File: config.mk
export PLATFORM = sky130hd
export DESIGN_NAME = mem_arbiter
export DESIGN_NICKNAME = d
export VERILOG_FILES = /design/src/rtl/mem_arbiter.sv
export SDC_FILE = /design/constraint.sdc
export NUM_CORES = 1
export LEC_CHECK = 0
export BUFFER_PORTS_ARGS = -buffer_cell sky130_fd_sc_hd__buf_4
export CELL_PAD_IN_SITES_DETAIL_PLACEMENT = 1
export CELL_PAD_IN_SITES_GLOBAL_PLACEMENT = 2
export CORE_MARGIN = 2
export CORE_UTILIZATION = 17
export CTS_CLUSTER_SIZE = 8
export DETAILED_ROUTE_END_ITERATION = 12
export PLACE_DENSITY_LB_ADDON = 0.1
export SLEW_MARGIN = 40
export SYNTH_ARGS = -nofsm -noshare
export SYNTH_HDL_FRONTEND = slang
export SYNTH_SLANG_ARGS = --single-unit
File: constraint.sdc
create_clock -name clk -period 3.35 [get_ports clk]
set_clock_uncertainty 0.15 [all_clocks]
set_input_delay 0.1675 -clock clk [delete_from_list [all_inputs] [get_ports clk]]
set_output_delay 0.1675 -clock clk [all_outputs]
set_load 0.005 [all_outputs]
File: src/rtl/mem_arbiter.sv
// Round-robin arbiter sharing one fixed-latency memory port between instruction fetch
// and load/store. At most one access is outstanding; a new grant may coincide with a response.
module mem_arbiter #(
  parameter int DATA_WIDTH    = 32,
  parameter int ADDRESS_WIDTH = 12,
  parameter int MEM_LATENCY   = 1
) (
  input  logic                     clk,
  input  logic                     rst,
  input  logic                     if_req,
  input  logic [ADDRESS_WIDTH-1:0] if_addr,
  output logic                     if_gnt,
  output logic                     if_rvalid,
  output logic [DATA_WIDTH-1:0]    if_rdata,
  input  logic                     d_req,
  input  logic                     d_we,
  input  logic [ADDRESS_WIDTH-1:0] d_addr,
  input  logic [DATA_WIDTH-1:0]    d_wdata,
  output logic                     d_gnt,
  output logic                     d_rvalid,
  output logic [DATA_WIDTH-1:0]    d_rdata,
  output logic                     mem_req,
  output logic                     mem_we,
  output logic [ADDRESS_WIDTH-1:0] mem_addr,
  output logic [DATA_WIDTH-1:0]    mem_wdata,
  input  logic [DATA_WIDTH-1:0]    mem_rdata,
  output logic [15:0]              contention_cnt
);

  typedef enum logic {S_READY, S_WAIT} state_e;
  typedef enum logic {FETCH, DATA} src_e;

  localparam logic [2:0] LAT_INIT = 3'(MEM_LATENCY - 1);

  state_e      state_q;
  src_e        win_q;
  src_e        rr_last_q;
  logic        we_q;
  logic [2:0]  lat_q;
  logic [15:0] cnt_q;

  logic resp;
  logic slot;
  logic gnt_fetch;
  logic gnt_data;
  logic contend;

  always_comb begin
    resp      = (state_q == S_WAIT) && (lat_q == '0);
    // The response cycle doubles as a grant slot so back-to-back accesses need no bubble.
    slot      = !rst && ((state_q == S_READY) || resp);
    contend   = if_req && d_req;
    gnt_fetch = 1'b0;
    gnt_data  = 1'b0;
    if (slot) begin
      if (contend) begin
        if (rr_last_q == FETCH) gnt_data  = 1'b1;
        else                    gnt_fetch = 1'b1;
      end else begin
        gnt_fetch = if_req;
        gnt_data  = d_req;
      end
    end
  end

  assign if_gnt    = gnt_fetch;
  assign d_gnt     = gnt_data;
  assign mem_req   = gnt_fetch || gnt_data;
  assign mem_we    = gnt_data && d_we;
  assign mem_addr  = gnt_data ? d_addr : (gnt_fetch ? if_addr : '0);
  assign mem_wdata = (gnt_data && d_we) ? d_wdata : '0;

  assign if_rvalid = resp && (win_q == FETCH);
  assign d_rvalid  = resp && (win_q == DATA);
  assign if_rdata  = if_rvalid ? mem_rdata : '0;
  assign d_rdata   = (d_rvalid && !we_q) ? mem_rdata : '0;

  assign contention_cnt = cnt_q;

  always_ff @(posedge clk or posedge rst) begin
    if (rst) begin
      state_q   <= S_READY;
      win_q     <= FETCH;
      rr_last_q <= FETCH;
      we_q      <= 1'b0;
      lat_q     <= '0;
      cnt_q     <= '0;
    end else begin
      if (gnt_fetch || gnt_data) begin
        state_q <= S_WAIT;
        lat_q   <= LAT_INIT;
        win_q   <= gnt_data ? DATA : FETCH;
        we_q    <= gnt_data && d_we;
        if (contend) rr_last_q <= gnt_data ? DATA : FETCH;
      end else if (resp) begin
        state_q <= S_READY;
      end else if (state_q == S_WAIT) begin
        lat_q <= lat_q - 3'd1;
      end
      if (contend && (cnt_q != '1)) cnt_q <= cnt_q + 16'd1;
    end
  end

endmodule

==> results of run 1 <==
==> path summary, 6_finish.rpt <==
path | slack (ns) | cells past startpoint | to
max in group asynchronous | 2.27 | 3 | contention_cnt[14]
min in group asynchronous | 0.43 | 3 | lat_q[0]
max | 0.69 | 9 | mem_wdata[1]
max reg2reg | 1.12 | 9 | we_q
min reg2reg | 0.33 | 1 | we_q
min | 0.11 | 3 | state_q
==> power by group <==
group	internal (µW)	leakage (µW)	total [µW]	switching, µW
combinational	496	0.00182	875	379
clock	161	0.0000409	265	104
sequential	355	0.000299	443	87.7
total	1010	0.00216	1580	570
==> cells by family (layout without fill, tap and decap cells) <==
| group | after synthesis | in the layout | synth area share |
|---|---|---|---|
| and+or+nand+nor | 141 | 141 | 0.441 |
| AOI/OAI and AO/OA | 24 | 24 | 0.119 |
| buffers and inverters | 24 | 239 | 0.0567 |
| DFF | 23 | 23 | 0.296 |
| xor gates and xnor gates | 15 | 15 | 0.0677 |
| adders and majority gates | 3 | 3 | 0.0193 |
==> cell type report <==
| class | count | area [µm²] | share of cell area |
|---|---|---|---|
| repair buffers | 227 | 1710 | 0.445 |
| multi-input cells | 183 | 1260 | 0.329 |
| flip-flops and latches | 23 | 576 | 0.150 |
| well taps | 143 | 179 | 0.0467 |
| clock buffers | 3 | 75.1 | 0.0196 |
| inverters | 8 | 30.0 | 0.00783 |
| clock inverters | 1 | 5.00 | 0.00131 |
==> stage by stage <==
stage,cell area [µm²],hold slack [ns],utilization
final,3830,0.114,0.340
after global routing,3830,0.162,0.340
after CTS,3830,0.126,0.340
after detailed placement,3740,0.148,0.332
after global placement,3740,0.326,0.332
after floorplan,1940,0.0194,-
==> what timing repair did <==
action / 4_1_cts / 5_1_grt
setup endpoints to repair: 0 / 0
endpoints found under the hold margin: 23 / 0
hold buffers: 1 / 0
buffers inserted: 0 / 0
==> worst min-delay path, delay by kind of cell <==
family,cells,cell delay [ns]
compound gates,1,0.12
buf+inv,1,0.11
simple gates,1,0.09
==> layout by cell type, fill, tap and decap left out, drive strengths merged, types with 3 or more instances in the layout <==
cell type    n
nand3        6
nand2        8
ha           3
xnor2       13
nor3         4
inv          8
dfrtp       23
buf        226
clkbuf       3
nor2         6
nand4        9
a22o        12
and3        36
and2        67
==> per-layer routing <==
layer  up-vias  part of all wire  track usage
met4         0             0.014       0.0258
met5         -                 0            0
met1      1119              0.38        0.159
li1       1218                 -            -
met3         6             0.097       0.0410
met2       139              0.51        0.252
==> registers in the layout, indices dropped and copies added (netlist names) <==
signal / cells
win_q: 1
contention_cnt: 16
state_q: 1
we_q: 1
rr_last_q: 1
lat_q: 3
==> results.json, run 1 <==
{
  "crit_path_max_fanout": 47,
  "dr.pass1.iters": 4,
  "tritoncts": "yes",
  "drive_above_1_share": 0.539,
  "outcome": "finished clean",
  "async_flop_share": 1.00,
  "ctsLongestPathBuffers": 2,
  "grt.overflow.total": 0,
  "yosysSeqAreaShare": 0.296,
  "gp_congestion": 0.732,
  "routed_wl_um": 8740,
  "vias": 2482,
  "numCtsBuffers": 3,
  "viasPerCell": 4.22,
  "yosysMostFrequentCell": "and2_1",
  "critPathKind": "reg -> out",
  "r2r_start": "lat_q[0]",
  "leakage_uw": 0.00216,
  "synth_area_leaders": "dfrtp_1 (30%), and2_1 (22%), and3_1 (12%)",
  "routedWlPerCell_um": 14.9,
  "drt_iter0_drc": 97,
  "end_kind": "output pin",
  "core_area_um2": 11300,
  "dieArea_um2": 12300,
  "netlist_area_um2": 1940,
  "yosys.area.top_type": "dfrtp_1",
  "syn_nets": 326,
  "rows": 39,
  "stdcell_count": 588,
  "ys_ff_latch": 23,
  "insertion_delay_ns": 0.26,
  "fillers": 1367,
  "io_buffers": 222,
  "first_global_vias": 2557,
  "cp-startpoint": "lat_q[0]",
  "area_delta_synth_final_pct": 97.4,
  "period_minus_slack_ns": 2.66,
  "cts_sinks": 23,
  "drv_slew": 0,
  "grt_use_total": 0.138,
  "drtAntennaViolNets": 0,
  "slowest_delay_ns": 0.43,
  "power_uw": 1580,
  "setup_viol": 0,
  "hp-class": "in -> reg",
  "arrival_ns": 2.34,
  "path_delay_family": "buffers and inverters",
  "synth.top_cell.area_share": 0.296,
  "grt_antenna_before_repair": 0,
  "worst-path-buf-inv": 4,
  "vdd_drop_max_uv": 252,
  "finalCritPeriodShare": 0.793,
  "grt_pass1_wl_um": 13900,
  "powerDensity_nw_per_um2": 413,
  "h-tree-depth": 1,
  "rsz0062_at_grt": "no",
  "worstPathRequired_ns": 3.03,
  "fin_tns_setup_ns": 0,
  "synth_cells": 230,
  "synth_flop_cell": "dfrtp_1",
  "crit_chain": "inv_1 > ha_1 > ha_1 > nor2b_1 > buf_4 > a2111oi_4 > buf_4 > and3_1 > buf_4",
  "diodes": 0,
  "max_freq_ghz": 0.376,
  "drc": 0,
  "fin_ws_ns": 0.692,
  "grt_max_degree": 48,
  "clk_pin_slew_ns": 0.06,
  "cts_resized": 0,
  "synth_common_cells": "and2_1 (67), and3_1 (36), dfrtp_1 (23)",
  "max-cap-violations": 0,
  "dp.cells": 583,
  "synth_warnings": 0,
  "nNetsFinal": 542,
  "timing.final.hold_violations": 0,
  "synth-edff-count": 0,
  "place_ws_ns": 0.951,
  "slowest_stage": "buf_4",
  "start_util": 0.172,
  "synth_cell_types": 32,
  "holdCritStartpoint": "d_req",
  "dp.final_hpwl_um": 7210,
  "pin_count": 223,
  "tightest_slew_ns": 0.533,
  "crit_path_frequent_cell": "buf_4",
  "cp-start-kind": "flip-flop",
  "die_x_um": 111,
  "root_buffer": "clkbuf_16",
  "avgSynthCellArea_um2": 8.44,
  "max-slew-margin-rel": 0.644,
  "die_h_um": 111
}
Note: power is estimated with default switching activity, not from simulation.
==> run 2: changes to the inputs <==
--- a/config.mk
+++ b/config.mk
@@ -9,7 +9,7 @@
 export CELL_PAD_IN_SITES_DETAIL_PLACEMENT = 1
 export CELL_PAD_IN_SITES_GLOBAL_PLACEMENT = 2
 export CORE_MARGIN = 2
-export CORE_UTILIZATION = 17
+export CORE_UTILIZATION = 16
 export CTS_CLUSTER_SIZE = 8
 export DETAILED_ROUTE_END_ITERATION = 12
 export PLACE_DENSITY_LB_ADDON = 0.1
==> constraint.sdc (replaced) <==
create_clock -name clk -period 2.5 [get_ports clk]
set_clock_uncertainty 0.15 [all_clocks]
set_input_delay 0.125 -clock clk [delete_from_list [all_inputs] [get_ports clk]]
set_output_delay 0.125 -clock clk [all_outputs]
set_load 0.005 [all_outputs]
==> run 2 against run 1 <==
Effect of this change: register-to-register slack got worse by 0.71 ns; largest power group unchanged; flip-flop and latch count stayed put; critical path depth is 1 higher; combinational power increased by 45%.
==> results.json, run 2 (synthesis gave the netlist of run 1 again) <==
{
  "slowest_stage": "dfrtp_1",
  "max-cap-violations": 0,
  "rsz0062_at_grt": "no",
  "crit_chain": "inv_1 > ha_1 > ha_1 > nor2b_1 > buf_6 > a2111oi_4 > buf_4 > clkbuf_16 > a22o_1 > buf_4",
  "postPlaceCellArea_um2": 3770,
  "vdd_drop_max_uv": 303,
  "tightest_slew_ns": 0.508,
  "grt_pass1_wl_um": 13200,
  "numCtsBuffers": 3,
  "pwr-share-seq": 0.268,
  "switching_share": 0.351,
  "gp_congestion": 0.694,
  "die_h_um": 114,
  "cts_sinks": 23,
  "drc": 0,
  "finalCritPeriodShare": 0.939,
  "start_util": 0.163,
  "p_clk_frac": 0.157,
  "largest_register_ff_count": 16,
  "h-tree-depth": 1,
  "clk_pin_slew_ns": 0.06,
  "core_area_um2": 11900,
  "worstPathRequired_ns": 2.23,
  "final_common_cell": "buf_4",
  "routed_wl_um": 9060,
  "p_int_uw": 1440,
  "first_global_vias": 2479,
  "hp-class": "in -> reg",
  "dr.pass1.iters": 4,
  "pin_count": 223,
  "grt_use_total": 0.126,
  "cp-start-kind": "flip-flop",
  "grt.overflow.total": 0,
  "viasPerCell": 4.18,
  "max-slew-margin-rel": 0.659,
  "crit_path_max_fanout": 23,
  "p_sw_uw": 778,
  "drv_slew": 0,
  "die_x_um": 114,
  "tritoncts": "yes",
  "final_cell_area_um2": 3930,
  "rows": 40,
  "period_minus_slack_ns": 2.35,
  "nNetsFinal": 550,
  "slowest_delay_ns": 0.36,
  "outcome": "finished clean",
  "combinationalPowerShare": 0.575,
  "ctsLongestPathBuffers": 2,
  "io_buffers": 222,
  "grt_antenna_before_repair": 0,
  "diodes": 0,
  "end_kind": "output pin",
  "fin_tns_setup_ns": 0,
  "critPathKind": "reg -> out",
  "dp.final_hpwl_um": 7390,
  "leakage_uw": 0.00221,
  "vias": 2506,
  "insertion_delay_ns": 0.25,
  "drive_above_1_share": 0.545,
  "setup_viol": 0,
  "grt_max_degree": 48,
  "max_freq_ghz": 0.426,
  "drt_iter0_drc": 60,
  "powerDensity_nw_per_um2": 564,
  "root_buffer": "clkbuf_16",
  "dieArea_um2": 13000,
  "drtAntennaViolNets": 0,
  "routedWlPerCell_um": 15.1,
  "timing.final.hold_violations": 0,
  "layout_common_cells": "buf_4 (231), and2_1 (67), and3_1 (36)",
  "area_delta_synth_final_pct": 102,
  "arrival_ns": 2.07
}
==> run 2: cell types whose count changed in the layout (fill, tap and decap cells not counted), sizes merged <==
| cell | previous run | this run |
|---|---|---|
| clkbuf | 3 | 4 |
| buf | 226 | 233 |
==> run 2: routing by layer <==
| metal | vias up | GRT usage | wire [µm] |
|---|---|---|---|
| li1 | 1232 | - | - |
| met1 | 1149 | 0.130 | 3220 |
| met2 | 121 | 0.248 | 4930 |
| met3 | 4 | 0.0418 | 838 |
| met4 | 0 | 0.0179 | 65 |
| met5 | - | 0 | 0 |
==> run 2: worst max-delay path: cells and delay by family, from the launching register on <==
kind | cells | cell delay, ns
AOI/OAI and AO/OA | 2 | 0.28
adders and majority gates | 2 | 0.39
buffers and inverters | 5 | 0.64
DFF | 1 | 0.36
and+or+nand+nor | 1 | 0.14
==> run 2: worst paths after layout <==
check                      slack [ns]     start  cells after the start                 end
min reg2reg                      0.36      we_q                      1                we_q
min                              0.10     d_req                      3             state_q
max in group asynchronous        1.58       rst                      4  contention_cnt[15]
max                              0.15  lat_q[0]                     10         mem_addr[1]
min in group asynchronous        0.38       rst                      4   contention_cnt[4]
max reg2reg                      0.41  lat_q[0]                     10            lat_q[1]
==> run 2: cell type report <==
| cell class | instances | area, µm² |
|---|---|---|
| timing repair buffer | 235 | 1800 |
| clock inverter | 1 | 5.00 |
| sequential | 23 | 576 |
| fill | 1439 | 7990 |
| multi-input combinational | 183 | 1260 |
| tap | 147 | 184 |
| clock buffer | 3 | 75.1 |
| inverter | 8 | 30.0 |
==> run 2: per-stage QoR <==
stage	hold slack [ns]	cells	util	total power (µW)	worst slack (ns)
6_report	0.102	600	0.330	2210	0.152
5_1_grt	0.132	600	0.330	2410	0.0112
4_1_cts	0.101	594	0.324	2170	0.0571
3_5_place_dp	0.0993	589	0.316	1810	0.343
3_3_place_gp	0.0971	589	0.316	1800	0.378
2_1_floorplan	-0.0231	230	-	1140	0.528
==> run 2: repair_timing <==
item                                    CTS  global route
hold buffers                              1             0
endpoints found under the hold margin    23             0
endpoints found under the setup margin    0            45
gates resized for setup                   0             1
setup buffers                             0             5
==> run 2: power groups by stage <==
stage / combinational (µW) / clock [µW] / sequential, µW
2_1_floorplan: 559 / 0 / 576
3_3_place_gp: 1200 / 0 / 598
3_5_place_dp: 1210 / 0 / 599
4_1_cts: 1210 / 362 / 594
5_1_grt: 1420 / 377 / 613
6_report: 1270 / 347 / 593
==> run 3: changes to the inputs <==
--- a/config.mk
+++ b/config.mk
@@ -6,13 +6,14 @@
 export NUM_CORES = 1
 export LEC_CHECK = 0
 export BUFFER_PORTS_ARGS = -buffer_cell sky130_fd_sc_hd__buf_4
-export CELL_PAD_IN_SITES_DETAIL_PLACEMENT = 1
+export CELL_PAD_IN_SITES_DETAIL_PLACEMENT = 0
 export CELL_PAD_IN_SITES_GLOBAL_PLACEMENT = 2
 export CORE_MARGIN = 2
 export CORE_UTILIZATION = 16
 export CTS_CLUSTER_SIZE = 8
 export DETAILED_ROUTE_END_ITERATION = 12
 export PLACE_DENSITY_LB_ADDON = 0.1
+export REMOVE_ABC_BUFFERS = 1
 export SLEW_MARGIN = 40
 export SYNTH_ARGS = -nofsm -noshare
 export SYNTH_HDL_FRONTEND = slang
==> run 3 against run 2 <==
Effect of this change: cell count down 0.67%; register-to-register slack better by 0.06 ns; global-route usage decreased by 1.2 points; maximum frequency is 1.7% lower; die area unchanged; combinational power decreased by 6%; total power fell by 4.1%; critical path type unchanged; critical endpoint is now mem_addr[4].
==> results.json, run 3 (synthesis gave the netlist of run 1 again) <==
{
  "dp.final_hpwl_um": 6740,
  "leakage_uw": 0.00219,
  "first_global_vias": 2276,
  "grt_pass1_wl_um": 12000,
  "grt_max_degree": 48,
  "drv_slew": 0,
  "gp_congestion": 0.687,
  "max_freq_ghz": 0.419,
  "drt_iter0_drc": 64,
  "io_buffers": 222,
  "rsz0062_at_grt": "no",
  "insertion_delay_ns": 0.25,
  "routedWlPerCell_um": 14.1,
  "grt.overflow.total": 0,
  "period_minus_slack_ns": 2.39,
  "use_met3": 0.0238,
  "drc": 0,
  "met1_usage": 0.129,
  "powerDensity_nw_per_um2": 546,
  "stdcell_count": 596,
  "core_area_um2": 11900,
  "worstPathRequired_ns": 2.23,
  "routed_wl_um": 8390,
  "fin_tns_setup_ns": 0,
  "die_x_um": 114,
  "max-cap-violations": 0,
  "clk_pin_slew_ns": 0.06,
  "ctsLongestPathBuffers": 2,
  "vias": 2461,
  "grt_antenna_before_repair": 0,
  "fillers": 1292,
  "drive_above_1_share": 0.539,
  "crit_path_max_fanout": 23,
  "die_h_um": 114,
  "nNetsFinal": 546,
  "dieArea_um2": 13000,
  "max-slew-margin-rel": 0.689,
  "hp-class": "in -> reg",
  "rows": 40,
  "area_delta_synth_final_pct": 100,
  "root_buffer": "clkbuf_16",
  "cts_sinks": 23,
  "grt.met2_usage": 0.222,
  "tightest_slew_ns": 0.463,
  "start_util": 0.163,
  "final_common_cell": "buf_4",
  "layout_common_cells": "buf_4 (228), and2_1 (67), and3_1 (36)",
  "cp-start-kind": "flip-flop",
  "largest_register_ff_count": 16,
  "final_util": 0.327,
  "dr.pass1.iters": 4,
  "tritoncts": "yes",
  "end_kind": "output pin",
  "vdd_drop_max_uv": 338,
  "outcome": "finished clean",
  "drtAntennaViolNets": 0,
  "pin_count": 223,
  "h-tree-depth": 1,
  "finalCritPeriodShare": 0.955,
  "viasPerCell": 4.13,
  "cts_resized": 0,
  "dp.cells": 589,
  "arrival_ns": 2.11,
  "busiest_layer": "met2",
  "numCtsBuffers": 3,
  "grt_use_total": 0.113,
  "timing.final.hold_violations": 0,
  "critPathKind": "reg -> out",
  "setup_viol": 0,
  "diodes": 0,
  "power_uw": 2120
}
run 3: what timing repair did:
item / 4_1_cts / 5_1_grt
setup buffers: 0 / 1
endpoints found under the setup margin: 0 / 23
hold endpoints to repair: 23 / 0
hold buffers: 1 / 0
run 3: report_power, final:
part	internal [µW]	total, µW	leakage (µW)	switching (µW)
sequential	476	591	0.000299	115
combinational	692	1190	0.00185	500
clock	217	341	0.0000382	124
total	1380	2120	0.00219	739
run 3: area by class of cell:
type | instances | area (µm²) | share of cell area
Inverter | 8 | 30.0 | 0.00772
Timing Repair Buffer | 231 | 1770 | 0.454
Tap cell | 147 | 184 | 0.0473
Clock buffer | 4 | 78.8 | 0.0203
Multi-Input combinational cell | 183 | 1260 | 0.323
Sequential cell | 23 | 576 | 0.148
run 3: through the flow:
step	area (µm²)	setup WS [ns]	hold slack, ns
global placement	3770	0.379	0.0979
global route	3890	0.0219	0.149
CTS	3860	0.0838	0.102
detailed placement	3770	0.366	0.0978
finish	3890	0.112	0.0943
floorplan	1860	-0.0350	-0.0231
run 3: final timing paths:
kind	from	end	slack, ns	cells after the start
setup / recovery	lat_q[0]	mem_addr[4]	0.11	10
hold / removal	d_req	state_q	0.09	3
setup reg to reg	lat_q[0]	we_q	0.47	10
hold reg to reg	we_q	we_q	0.33	1
max in group asynchronous	rst	contention_cnt[13]	1.60	4
min in group asynchronous	rst	rr_last_q	0.37	4
run 3: per-layer routing:
metal	part of all wire	vias to the layer above
met1	0.37	1108
met4	0.0032	0
met5	0	-
met3	0.090	4
li1	-	1227
met2	0.53	122
run 3: critical path, stage by stage, from the launching register on:
cell and delay [ns]:
dfrtp_1 0.35, inv_1 0.05, ha_1 0.19, ha_1 0.20
nor2b_1 0.11, buf_4 0.19, a2111oi_4 0.04, buf_4 0.17
clkbuf_16 0.18, a22o_1 0.24, buf_4 0.13
